File: config.mk
export PLATFORM = sky130hd
export DESIGN_NAME = mips_multicycle_ctrl
export DESIGN_NICKNAME = d
export VERILOG_FILES = /design/src/rtl/mips_pkg.sv /design/src/rtl/alu_decoder.sv /design/src/rtl/mips_multicycle_ctrl.sv
export SDC_FILE = /design/constraint.sdc
export NUM_CORES = 1
export LEC_CHECK = 0
export ABC_AREA = 1
export BUFFER_PORTS_ARGS = -buffer_cell sky130_fd_sc_hd__buf_2
export CAP_MARGIN = 10
export CORE_AREA = 4 4 41 43
export CTS_BUF_LIST = sky130_fd_sc_hd__clkbuf_8
export CTS_CLUSTER_DIAMETER = 150
export CTS_CLUSTER_SIZE = 20
export DETAILED_ROUTE_END_ITERATION = 10
export DIE_AREA = 0 0 45 47
export PLACE_DENSITY = 0.82
export SLEW_MARGIN = 20
export SYNTH_ARGS = -nofsm -noshare
export SYNTH_HDL_FRONTEND = slang
export SYNTH_SLANG_ARGS = --single-unit
File: constraint.sdc
create_clock -name clk -period 2.8 [get_ports clk]
set_input_delay 0.14 -clock clk [delete_from_list [all_inputs] [get_ports clk]]
set_output_delay 0.14 -clock clk [all_outputs]
set_load 0.02 [all_outputs]
File: src/rtl/mips_pkg.sv
// Shared definitions for the multicycle MIPS control unit: state encoding,
// opcode/funct values, ALU control codes and datapath select codes.
package mips_pkg;

  // BNEEX sits last so every other state keeps its encoding in both builds.
  typedef enum logic [3:0] {
    FETCH   = 4'd0,
    DECODE  = 4'd1,
    MEMADR  = 4'd2,
    MEMRD   = 4'd3,
    MEMWB   = 4'd4,
    MEMWR   = 4'd5,
    RTYPEEX = 4'd6,
    RTYPEWB = 4'd7,
    BEQEX   = 4'd8,
    ADDIEX  = 4'd9,
    ADDIWB  = 4'd10,
    JEX     = 4'd11
`ifdef MIPS_BNE_EN
    ,BNEEX  = 4'd12
`endif
  } state_t;

  localparam logic [5:0] OP_RTYPE = 6'b000000;
  localparam logic [5:0] OP_LW    = 6'b100011;
  localparam logic [5:0] OP_SW    = 6'b101011;
  localparam logic [5:0] OP_BEQ   = 6'b000100;
  localparam logic [5:0] OP_BNE   = 6'b000101;
  localparam logic [5:0] OP_ADDI  = 6'b001000;
  localparam logic [5:0] OP_J     = 6'b000010;

  localparam logic [5:0] F_ADD = 6'b100000;
  localparam logic [5:0] F_SUB = 6'b100010;
  localparam logic [5:0] F_AND = 6'b100100;
  localparam logic [5:0] F_OR  = 6'b100101;
  localparam logic [5:0] F_SLT = 6'b101010;

  localparam logic [2:0] ALU_AND = 3'b000;
  localparam logic [2:0] ALU_OR  = 3'b001;
  localparam logic [2:0] ALU_ADD = 3'b010;
  localparam logic [2:0] ALU_SUB = 3'b110;
  localparam logic [2:0] ALU_SLT = 3'b111;

  localparam logic [1:0] ALUOP_ADD   = 2'b00;
  localparam logic [1:0] ALUOP_SUB   = 2'b01;
  localparam logic [1:0] ALUOP_FUNCT = 2'b10;

  localparam logic [1:0] SRCB_B     = 2'b00;
  localparam logic [1:0] SRCB_FOUR  = 2'b01;
  localparam logic [1:0] SRCB_IMM   = 2'b10;
  localparam logic [1:0] SRCB_IMMSH = 2'b11;

  localparam logic [1:0] PC_ALU    = 2'b00;
  localparam logic [1:0] PC_ALUOUT = 2'b01;
  localparam logic [1:0] PC_JUMP   = 2'b10;

endpackage

File: src/rtl/alu_decoder.sv
// Maps the coarse aluop class plus funct onto the 3-bit ALU control code.
// funct_illegal flags an unknown funct regardless of aluop.
module alu_decoder
  import mips_pkg::*;
(
  input  logic [1:0] aluop,
  input  logic [5:0] funct,
  output logic [2:0] alucontrol,
  output logic       funct_illegal
);

  logic [2:0] funct_ctrl;

  always_comb begin
    funct_ctrl    = ALU_ADD;
    funct_illegal = 1'b0;
    case (funct)
      F_ADD:   funct_ctrl = ALU_ADD;
      F_SUB:   funct_ctrl = ALU_SUB;
      F_AND:   funct_ctrl = ALU_AND;
      F_OR:    funct_ctrl = ALU_OR;
      F_SLT:   funct_ctrl = ALU_SLT;
      default: funct_illegal = 1'b1;
    endcase
  end

  always_comb begin
    case (aluop)
      ALUOP_ADD: alucontrol = ALU_ADD;
      ALUOP_SUB: alucontrol = ALU_SUB;
      default:   alucontrol = funct_ctrl;
    endcase
  end

endmodule

File: src/rtl/mips_multicycle_ctrl.sv
// Moore control FSM for a multicycle MIPS datapath (lw/sw/R-type/beq/addi/j).
// Define MIPS_BNE_EN to add the bne instruction (state BNEEX).
module mips_multicycle_ctrl
  import mips_pkg::*;
(
  input  logic       clk,
  input  logic       reset_n,
  input  logic [5:0] opcode,
  input  logic [5:0] funct,
  input  logic       zero,
  output logic [2:0] alucontrol,
  output logic       alusrca,
  output logic [1:0] alusrcb,
  output logic [1:0] pcsrc,
  output logic       pcen,
  output logic       iord,
  output logic       memwrite,
  output logic       irwrite,
  output logic       regdst,
  output logic       memtoreg,
  output logic       regwrite,
  output logic       illegal,
  output logic [3:0] state
);

  state_t     cur, nxt;
  logic       is_sw;
  logic       opcode_bad;
  logic       funct_bad;
  logic       alu_used;
  logic [1:0] aluop;
  logic [2:0] dec_ctrl;

  alu_decoder u_alu_decoder (
    .aluop        (aluop),
    .funct        (funct),
    .alucontrol   (dec_ctrl),
    .funct_illegal(funct_bad)
  );

  always_ff @(posedge clk or negedge reset_n) begin
    if (!reset_n) cur <= FETCH;
    else          cur <= nxt;
  end

  // opcode is only valid in DECODE, so remember lw vs sw for MEMADR.
  always_ff @(posedge clk or negedge reset_n) begin
    if (!reset_n)          is_sw <= 1'b0;
    else if (cur == DECODE) is_sw <= (opcode == OP_SW);
  end

  always_comb begin
    nxt        = FETCH;
    opcode_bad = 1'b0;
    case (cur)
      FETCH:   nxt = DECODE;
      DECODE: begin
        case (opcode)
          OP_LW, OP_SW: nxt = MEMADR;
          OP_RTYPE:     nxt = RTYPEEX;
          OP_BEQ:       nxt = BEQEX;
`ifdef MIPS_BNE_EN
          OP_BNE:       nxt = BNEEX;
`endif
          OP_ADDI:      nxt = ADDIEX;
          OP_J:         nxt = JEX;
          default:      opcode_bad = 1'b1;
        endcase
      end
      MEMADR:  nxt = is_sw ? MEMWR : MEMRD;
      MEMRD:   nxt = MEMWB;
      RTYPEEX: nxt = RTYPEWB;
      ADDIEX:  nxt = ADDIWB;
      default: nxt = FETCH;
    endcase
  end

  always_comb begin
    alu_used = 1'b0;
    aluop    = ALUOP_ADD;
    alusrca  = 1'b0;
    alusrcb  = SRCB_B;
    pcsrc    = PC_ALU;
    pcen     = 1'b0;
    iord     = 1'b0;
    memwrite = 1'b0;
    irwrite  = 1'b0;
    regdst   = 1'b0;
    memtoreg = 1'b0;
    regwrite = 1'b0;
    case (cur)
      FETCH: begin
        alu_used = 1'b1;
        alusrcb  = SRCB_FOUR;
        irwrite  = 1'b1;
        pcen     = 1'b1;
      end
      DECODE: begin
        alu_used = 1'b1;
        alusrcb  = SRCB_IMMSH;
      end
      MEMADR, ADDIEX: begin
        alu_used = 1'b1;
        alusrca  = 1'b1;
        alusrcb  = SRCB_IMM;
      end
      MEMRD: iord = 1'b1;
      MEMWR: begin
        iord     = 1'b1;
        memwrite = 1'b1;
      end
      MEMWB: begin
        memtoreg = 1'b1;
        regwrite = 1'b1;
      end
      RTYPEEX: begin
        alu_used = 1'b1;
        aluop    = ALUOP_FUNCT;
        alusrca  = 1'b1;
      end
      RTYPEWB: begin
        regdst   = 1'b1;
        regwrite = 1'b1;
      end
      ADDIWB: regwrite = 1'b1;
      BEQEX: begin
        alu_used = 1'b1;
        aluop    = ALUOP_SUB;
        alusrca  = 1'b1;
        pcsrc    = PC_ALUOUT;
        pcen     = zero;
      end
`ifdef MIPS_BNE_EN
      BNEEX: begin
        alu_used = 1'b1;
        aluop    = ALUOP_SUB;
        alusrca  = 1'b1;
        pcsrc    = PC_ALUOUT;
        pcen     = ~zero;
      end
`endif
      JEX: begin
        pcsrc = PC_JUMP;
        pcen  = 1'b1;
      end
      default: ;
    endcase
  end

  assign alucontrol = alu_used ? dec_ctrl : 3'b000;
  assign illegal    = (cur == DECODE) &&
                      (opcode_bad || ((opcode == OP_RTYPE) && funct_bad));
  assign state      = cur;

endmodule

# Yosys cells after proc, flatten, opt, wreduce, memory -nomap -nowiden
# Index checks and enable logic that the tools add are counted.
# totals
rom_bits,0
latchBits,0
inputBits,15
out_inout_bits,20
memories,0
word_cells,60
regBits,5
mem_bits_rw,0
# classes
div,0
n_bitwise,0
multipliers,0
n_reduce_logical,15
order_cmp,0
n_eq_ne,22
muxes,21
add_sub_neg,0
n_shift,0
# op_table
operator,n
$eq A6 B6 Y1 const B,7
$pmux W4 S6,1
$pmux W4 S5,1
$eq A4 B3 Y1 const B,4
$eq A4 B4 Y1 const B,4
$pmux W3 S4,1
$reduce_or A6 Y1,2
$mux W1,11
$eq A4 B2 Y1 const B,2
$pmux W2 S2,2
$reduce_or A2 Y1,4
$eq A6 B2 Y1 const B,1
$eq A6 B3 Y1 const B,1
$eq A6 B4 Y1 const B,1
$logic_not A6 Y1,1
$mux W3,2
$pmux W2 S3,1
$pmux W3 S2,1
$reduce_or A5 Y1,1
$eq A4 B1 Y1 const B,1
$logic_not A4 Y1,1
$reduce_or A4 Y1,1
$reduce_or A3 Y1,1
$eq A2 B1 Y1 const B,1
4 further kinds,5

# Longest topological paths before layout
# Gate-level depths: netlist of the first run.
# logic_depth
depth_word,6
ltp_mapped,7
mapped_depth_nobuf,7

# Cells and area by module
# Synthesis of the first run repeated with hierarchy kept, for this count alone.
# hier_totals
cells_unflattened,123
hier_area_um2,696.9
# modules_own_cells
mod,area_each_um2,cells_each,instances,seq_area_each_um2
mips_multicycle_ctrl,591.8,101,1,125.1
alu_decoder,105.1,22,1,0.0

# Least setup slack after synthesis of the first run
# OpenSTA, ideal clock, no wires.
# synth_timing
path_kind,flip-flop to output port
startpoint,"reg cur[2], in the netlist state[2]"
endpoint,out alucontrol[1]
required_ns,2.660
path_buffers,0
path_slack_ns,1.175
stages_incl_launch_ff,6
arrival_ns,1.485
path_cell_list,dfrtp_1 -> nor2_2 -> inv_2 -> nor2_1 -> nor3_1 -> nor2_1
# synth_via
elab_chain_len,5
word_cells_on_any_way,13
classes_between,6 x eq/ne; 4 x mux; 3 x reduce/logical
# synth_lines
element,line,source
from (decl),mips_multicycle_ctrl.sv:26,"state_t cur, nxt;"
from (signal assigned),mips_multicycle_ctrl.sv:43,else cur <= nxt;
$eq A4 B4 Y1 or $eq A4 B3 Y1 (tied branches),mips_multicycle_ctrl.sv:91,case (cur)
$pmux W2 S2,mips_multicycle_ctrl.sv:91,
$eq A2 B1 Y1 or $logic_not A2 Y1 (tied branches),alu_decoder.sv:28,case (aluop)
$pmux W3 S2,alu_decoder.sv:28,
$mux W3 (*),mips_multicycle_ctrl.sv:150,assign alucontrol = alu_used ? dec_ctrl : 3'b000;
to (decl),mips_multicycle_ctrl.sv:11,"output logic [2:0] alucontrol,"
# Mark *: on every way between the ends. The rest lies on a longest branch, timed or not.

# Worst setup path after layout of the first run
# layout_timing
startpoint,"reg cur[2], in the netlist state[2]"
endpoint,out illegal
# layout_via
elab_chain_len,4
# layout_lines
element,line,source
$eq A4 B1 Y1 (*),"mips_multicycle_ctrl.sv:55, mips_multicycle_ctrl.sv:151",
$mux W1,mips_multicycle_ctrl.sv:55,case (cur)
$logic_or A1 B1 Y1,mips_multicycle_ctrl.sv:152,(opcode_bad || ((opcode == OP_RTYPE) && funct_bad));
$logic_and A1 B1 Y1 (*),mips_multicycle_ctrl.sv:151,assign illegal = (cur == DECODE) &&
to (decl),mips_multicycle_ctrl.sv:22,"output logic illegal,"
# Marked as above.

==> results_dict.tcl, run 1 <==
set metrics [dict create \
    status "finished, final reports clean" \
    die_area_um2 2120 \
    cts_max_level 1 \
    crit_slowest_cell "dfrtp_1" \
    crit_top_cell "nand2_1" \
    critPathLaunch "state[2]" \
    io_pins 35 \
    start_util 0.458 \
    fin_crit_sh 0.595 \
    timing.rr.end "is_sw" \
    synth_nets 127 \
    hp-start "opcode[3]" \
    syn_area_um2 596 \
    place_area_um2 785 \
    critPathBufInv 2 \
    overflow 0 \
    cp-end-kind "output pin" \
    layout_common_cells "34 x buf_2, 29 x nor2_1, 27 x nand2_1" \
    die_h_um 47 \
    root_buffer "clkbuf_8" \
    finalWeightedCongestion 0.867 \
    final_layout_size_suffix_gt1_frac 0.318 \
    diodes 0 \
    critPathLaunchType "register" \
    cellPowerDensity_nw_per_um2 872 \
    yosysWarnings 0 \
    setup_tns_ns 0 \
    synth_cell_type_count 20 \
    period_minus_slack_ns 1.67 \
    dp_hpwl_um 1380 \
    fin_hold_ws_ns 0.200 \
    worst_pin_slew_ns 0.284 \
    clk_latency_ns 0.23 \
    wl_per_cell_um 10.0 \
    path_clk_slew_ns 0.04 \
    cts_setup_buffers 0 \
    reg2reg_slack_ns 1.64 \
    p_leak_nw 0.530 \
    hold_viol 0 \
    coreArea_um2 1300 \
    drt_wl_total_um 1670 \
    syn_inst 112 \
    initialDrtViolationCount 9 \
    p_sw_mw 0.394 \
    cts_made_buffers 3 \
    p_sw_frac 0.538 \
    die_x_um 45 \
    path_class "register to output pin" \
    fin_area_um2 840 \
    grt_pass1_vias 715 \
    drt-vias-per-instance 4.92 \
    irDropWorstVdd_uv 638 \
    p_comb_frac 0.650 \
    hold_depth 3 \
    grtUsageTotal 0.182 \
    dr.pass1.iters 5 \
    crit_family "simple AND/OR/NAND/NOR gates" \
    setup_viol 0 \
    finalNetCount 167 \
    r2r_start "state[2]" \
    hold_end "is_sw" \
    syn_to_final_growth_pct 41.0 \
    slew_violations 0 \
    rows 13 \
    worstPathRequired_ns 2.66 \
    route.detailed.drc 0 \
    clock_tree.buffer_depth 2 \
    r2r_cells 6 \
    intPower_mw 0.338 \
    post_cts_resized 0 \
    yosysSeqAreaShare 0.210 \
    crit_fanout 6 \
    slowest_delay_ns 0.43 \
    skew_ns 0.00486 \
    ant_nets 0 \
    vias 816 \
    syn_avg_cell_area_um2 5.32 \
    drv_cap 0 \
    layout_commonest_cell "buf_2" \
    yosys_register_bits 5 \
    rsz0062_at_grt "false" \
    hold_path_class "primary input to register" \
    cts_tree "yes" \
    port_buffers 34 \
    cts_sinks 5 \
    critical_path.cell_chain "nor2_2 > inv_2 > nor2_4 > nand2_1 > nor2_1 > nand2_1 > nand2_1 > buf_2" \
    arrival_ns 1.53 \
    power_frac_clock 0.181 \
    grt_max_degree 8 \
    fmax_ghz 0.600 \
    grt_pass1_wl_um 2800 \
    relSlewSlack 0.810 \
    antenna_found_initial 0 \
    seq_power_share 0.169 \
    hold_buffers 1 \
]
cell type report:
type,count,area [um2]
repair buffers,35,180
fillers,141,462
inverters,18,67.6
well taps,15,18.8
multi-input cells,89,403
clock buffers,3,41.3
clock inverters,1,3.75
flip-flops and latches,5,125
worst min-delay path: stages:
cell     delay, ns
buf_2         0.12
nand2_1       0.06
o21ai_1       0.06
cell usage after synthesis:
| master | n | area [um2] |
|---|---|---|
| a21oi_1 | 3 | 15.0 |
| a31oi_1 | 1 | 6.26 |
| and2b_1 | 1 | 7.51 |
| clkinv_1 | 1 | 3.75 |
| dfrtp_1 | 5 | 125 |
| inv_1 | 13 | 48.8 |
| inv_2 | 4 | 15.0 |
| nand2_1 | 27 | 101 |
| nand2_2 | 1 | 6.26 |
| nand3_1 | 11 | 55.1 |
| nand3_2 | 1 | 10.0 |
| nand3b_1 | 1 | 7.51 |
| nand4_1 | 1 | 6.26 |
| nor2_1 | 29 | 109 |
| nor2_2 | 4 | 25.0 |
| nor2_4 | 1 | 11.3 |
| nor3_1 | 2 | 10.0 |
| o211ai_1 | 1 | 7.51 |
| o21ai_0 | 3 | 15.0 |
| o21ai_1 | 2 | 10.0 |
power groups by stage:
stage               clock (mW)  sequential [mW]  combinational, mW
floorplan                    0            0.142              0.311
global placement             0            0.121              0.476
detailed placement           0            0.124              0.477
CTS                      0.137            0.123              0.479
global route             0.140            0.127              0.529
finish                   0.132            0.124              0.476
metal layers:
layer / GRT usage / wire [um]
met5: 0 / 0
met4: 0.140 / 41
met3: 0.0307 / 155
met2: 0.302 / 768
met1: 0.208 / 702
per-stage QoR:
stage          setup WS, ns  power [mW]  utilization  instances
2_1_floorplan          1.18       0.453            -        112
3_3_place_gp           1.36       0.597        0.603        161
3_5_place_dp           1.37       0.601        0.603        161
4_1_cts                1.12       0.739        0.645        166
5_1_grt               0.985       0.796        0.645        166
6_report               1.13       0.732        0.645        166
how the worst max path moves through the flow:
| stage | end | slack (ns) | cells after the start |
|---|---|---|---|
| floorplan | alucontrol[1] | 1.18 | 5 |
| global placement | illegal | 1.36 | 8 |
| detailed placement | illegal | 1.37 | 8 |
| CTS | illegal | 1.12 | 8 |
| global route | illegal | 0.99 | 8 |
| finish | illegal | 1.13 | 8 |
cell families (layout without fill, tap and decap cells):
| logic type | count (synthesis) | after routing | synth area share |
|---|---|---|---|
| buffers and inverters | 18 | 57 | 0.113 |
| AND/OR/NAND/NOR | 79 | 79 | 0.586 |
| AO/OA/AOI/OAI | 10 | 10 | 0.0903 |
| flip-flops | 5 | 5 | 0.210 |
flip-flops by register name, indices dropped and copies added, names as in the netlist:
signal	cells
is_sw	1
state	4
Power figures use the tool's default switching activity.
==> inputs of run 2 (changes only) <==
--- a/config.mk
+++ b/config.mk
@@ -8,13 +8,13 @@
 export ABC_AREA = 1
 export BUFFER_PORTS_ARGS = -buffer_cell sky130_fd_sc_hd__buf_2
 export CAP_MARGIN = 10
-export CORE_AREA = 4 4 41 43
+export CORE_MARGIN = 4
+export CORE_UTILIZATION = 40
 export CTS_BUF_LIST = sky130_fd_sc_hd__clkbuf_8
 export CTS_CLUSTER_DIAMETER = 150
 export CTS_CLUSTER_SIZE = 20
 export DETAILED_ROUTE_END_ITERATION = 10
-export DIE_AREA = 0 0 45 47
-export PLACE_DENSITY = 0.82
+export PLACE_DENSITY = 0.77
 export SLEW_MARGIN = 20
 export SYNTH_ARGS = -nofsm -noshare
 export SYNTH_HDL_FRONTEND = slang
==> constraint.sdc (replaced) <==
create_clock -name clk -period 1.45 [get_ports clk]
set_input_delay 0.0725 -clock clk [delete_from_list [all_inputs] [get_ports clk]]
set_output_delay 0.0725 -clock clk [all_outputs]
set_load 0.02 [all_outputs]
==> results_dict.tcl, run 2 (synthesis gave the netlist of run 1 again) <==
set metrics [dict create \
    die_area_um2 2170 \
    initialDrtViolationCount 68 \
    reg2reg_slack_ns 0.26 \
    overflow 0 \
    fin_hold_ws_ns 0.122 \
    rsz0062_at_grt "true" \
    clock_tree.buffer_depth 2 \
    hold_end "is_sw" \
    status "finished, violations left" \
    grtUsageTotal 0.248 \
    cts_made_buffers 3 \
    hold_depth 3 \
    cts_max_level 1 \
    rows 13 \
    port_buffers 34 \
    ant_nets 0 \
    grt_pass1_vias 888 \
    grt_max_degree 8 \
    root_buffer "clkbuf_8" \
    crit_fanout 7 \
    relSlewSlack 0.736 \
    timing.final.ws_setup_ns -0.120 \
    drv_cap 0 \
    final_layout_size_suffix_gt1_frac 0.482 \
    syn_to_final_growth_pct 76.7 \
    dp_hpwl_um 1450 \
    path_class "register to output pin" \
    timing.rr.end "is_sw" \
    coreArea_um2 1350 \
    hold_path_class "primary input to register" \
    r2r_cells 7 \
    layout_common_cells "26 x buf_2, 24 x nor2_1, 23 x nand2_1" \
    hp-start "opcode[3]" \
    fmax_ghz 0.637 \
    grt_pass1_wl_um 3710 \
    cellPowerDensity_nw_per_um2 1790 \
    die_x_um 46.6 \
    cts_tree "yes" \
    io_pins 35 \
    die_h_um 46.6 \
    layout_commonest_cell "buf_2" \
    hold_viol 0 \
    antenna_found_initial 0 \
    p_total_mw 1.88 \
    r2r_start "state[2]" \
    setup_viol 6 \
    placedCellCount 162 \
    drt_wl_total_um 2570 \
    slew_violations 0 \
    arrival_ns 1.50 \
    start_util 0.441 \
    post-place-ws_ns 0.0968 \
    route.detailed.drc 0 \
    dr.pass1.iters 4 \
    finalNetCount 180 \
    vias 977 \
    drt-vias-per-instance 5.46 \
    critPathLaunchType "register" \
    worst_pin_slew_ns 0.395 \
    worstPathRequired_ns 1.38 \
    finalWeightedCongestion 0.919 \
    cp-end-kind "output pin" \
    diodes 0 \
    p_leak_nw 0.604 \
    path_clk_slew_ns 0.04 \
    clk_latency_ns 0.23 \
    wl_per_cell_um 14.4 \
    fin_cells 179 \
    period_minus_slack_ns 1.57 \
    violations "setup timing" \
    largest_reg_flops 4 \
    cts_sinks 5 \
    skew_ns 0.0111 \
    irDropWorstVdd_uv 1470 \
    fin_crit_sh 1.08 \
]
## run 2: routing by layer
layer | track usage | routed length [um]
met1 | 0.247 | 861
met2 | 0.426 | 1340
met3 | 0.0820 | 258
met4 | 0.170 | 110
met5 | 0 | 0
## run 2: where the power goes
group | total [mW] | switching, mW | leakage [nW] | internal [mW]
clock | 0.267 | 0.0842 | 0.0269 | 0.183
sequential | 0.261 | 0.0789 | 0.0627 | 0.182
combinational | 1.35 | 0.791 | 0.514 | 0.560
## run 2: cell type report
| cell class | count | area, um2 |
|---|---|---|
| flip-flops and latches | 5 | 129 |
| multi-input cells | 89 | 478 |
| clock inverters | 1 | 3.75 |
| repair buffers | 48 | 309 |
| clock buffers | 3 | 41.3 |
| well taps | 15 | 18.8 |
| fillers | 91 | 298 |
| inverters | 18 | 72.6 |
## run 2: worst max-delay path by stage
stage / from / endpoint / slack [ns] / cells after the start
final: state[0] / alucontrol[2] / -0.12 / 5
after floorplan: state[3] / alucontrol[2] / 0.001 / 6
after global routing: state[2] / illegal / -0.15 / 8
after CTS: state[2] / illegal / -0.07 / 8
after global placement: state[3] / alucontrol[2] / 0.13 / 6
after detailed placement: state[2] / illegal / 0.1 / 8
## run 2: per-stage QoR
| stage | TNS (ns) | cell area, um2 | utilization |
|---|---|---|---|
| 6_report | -0.330 | 1050 | 0.779 |
| 3_3_place_gp | 0 | 795 | 0.589 |
| 4_1_cts | -0.181 | 950 | 0.703 |
| 3_5_place_dp | 0 | 795 | 0.589 |
| 2_1_floorplan | 0 | 598 | - |
| 5_1_grt | -0.802 | 1050 | 0.779 |
## run 2: what timing repair did
item,CTS,global route
hold endpoints to repair,5,0
setup buffers,6,6
hold buffers,1,0
pin swaps,3,5
resized for setup,17,21
setup endpoints to repair,5,10
## run 2: critical path, stage by stage (launching register included)
cell,delay (ns)
dfrtp_2,0.47
nor2_4,0.22
and2b_2,0.20
nor2_2,0.04
a31oi_1,0.16
buf_4,0.17
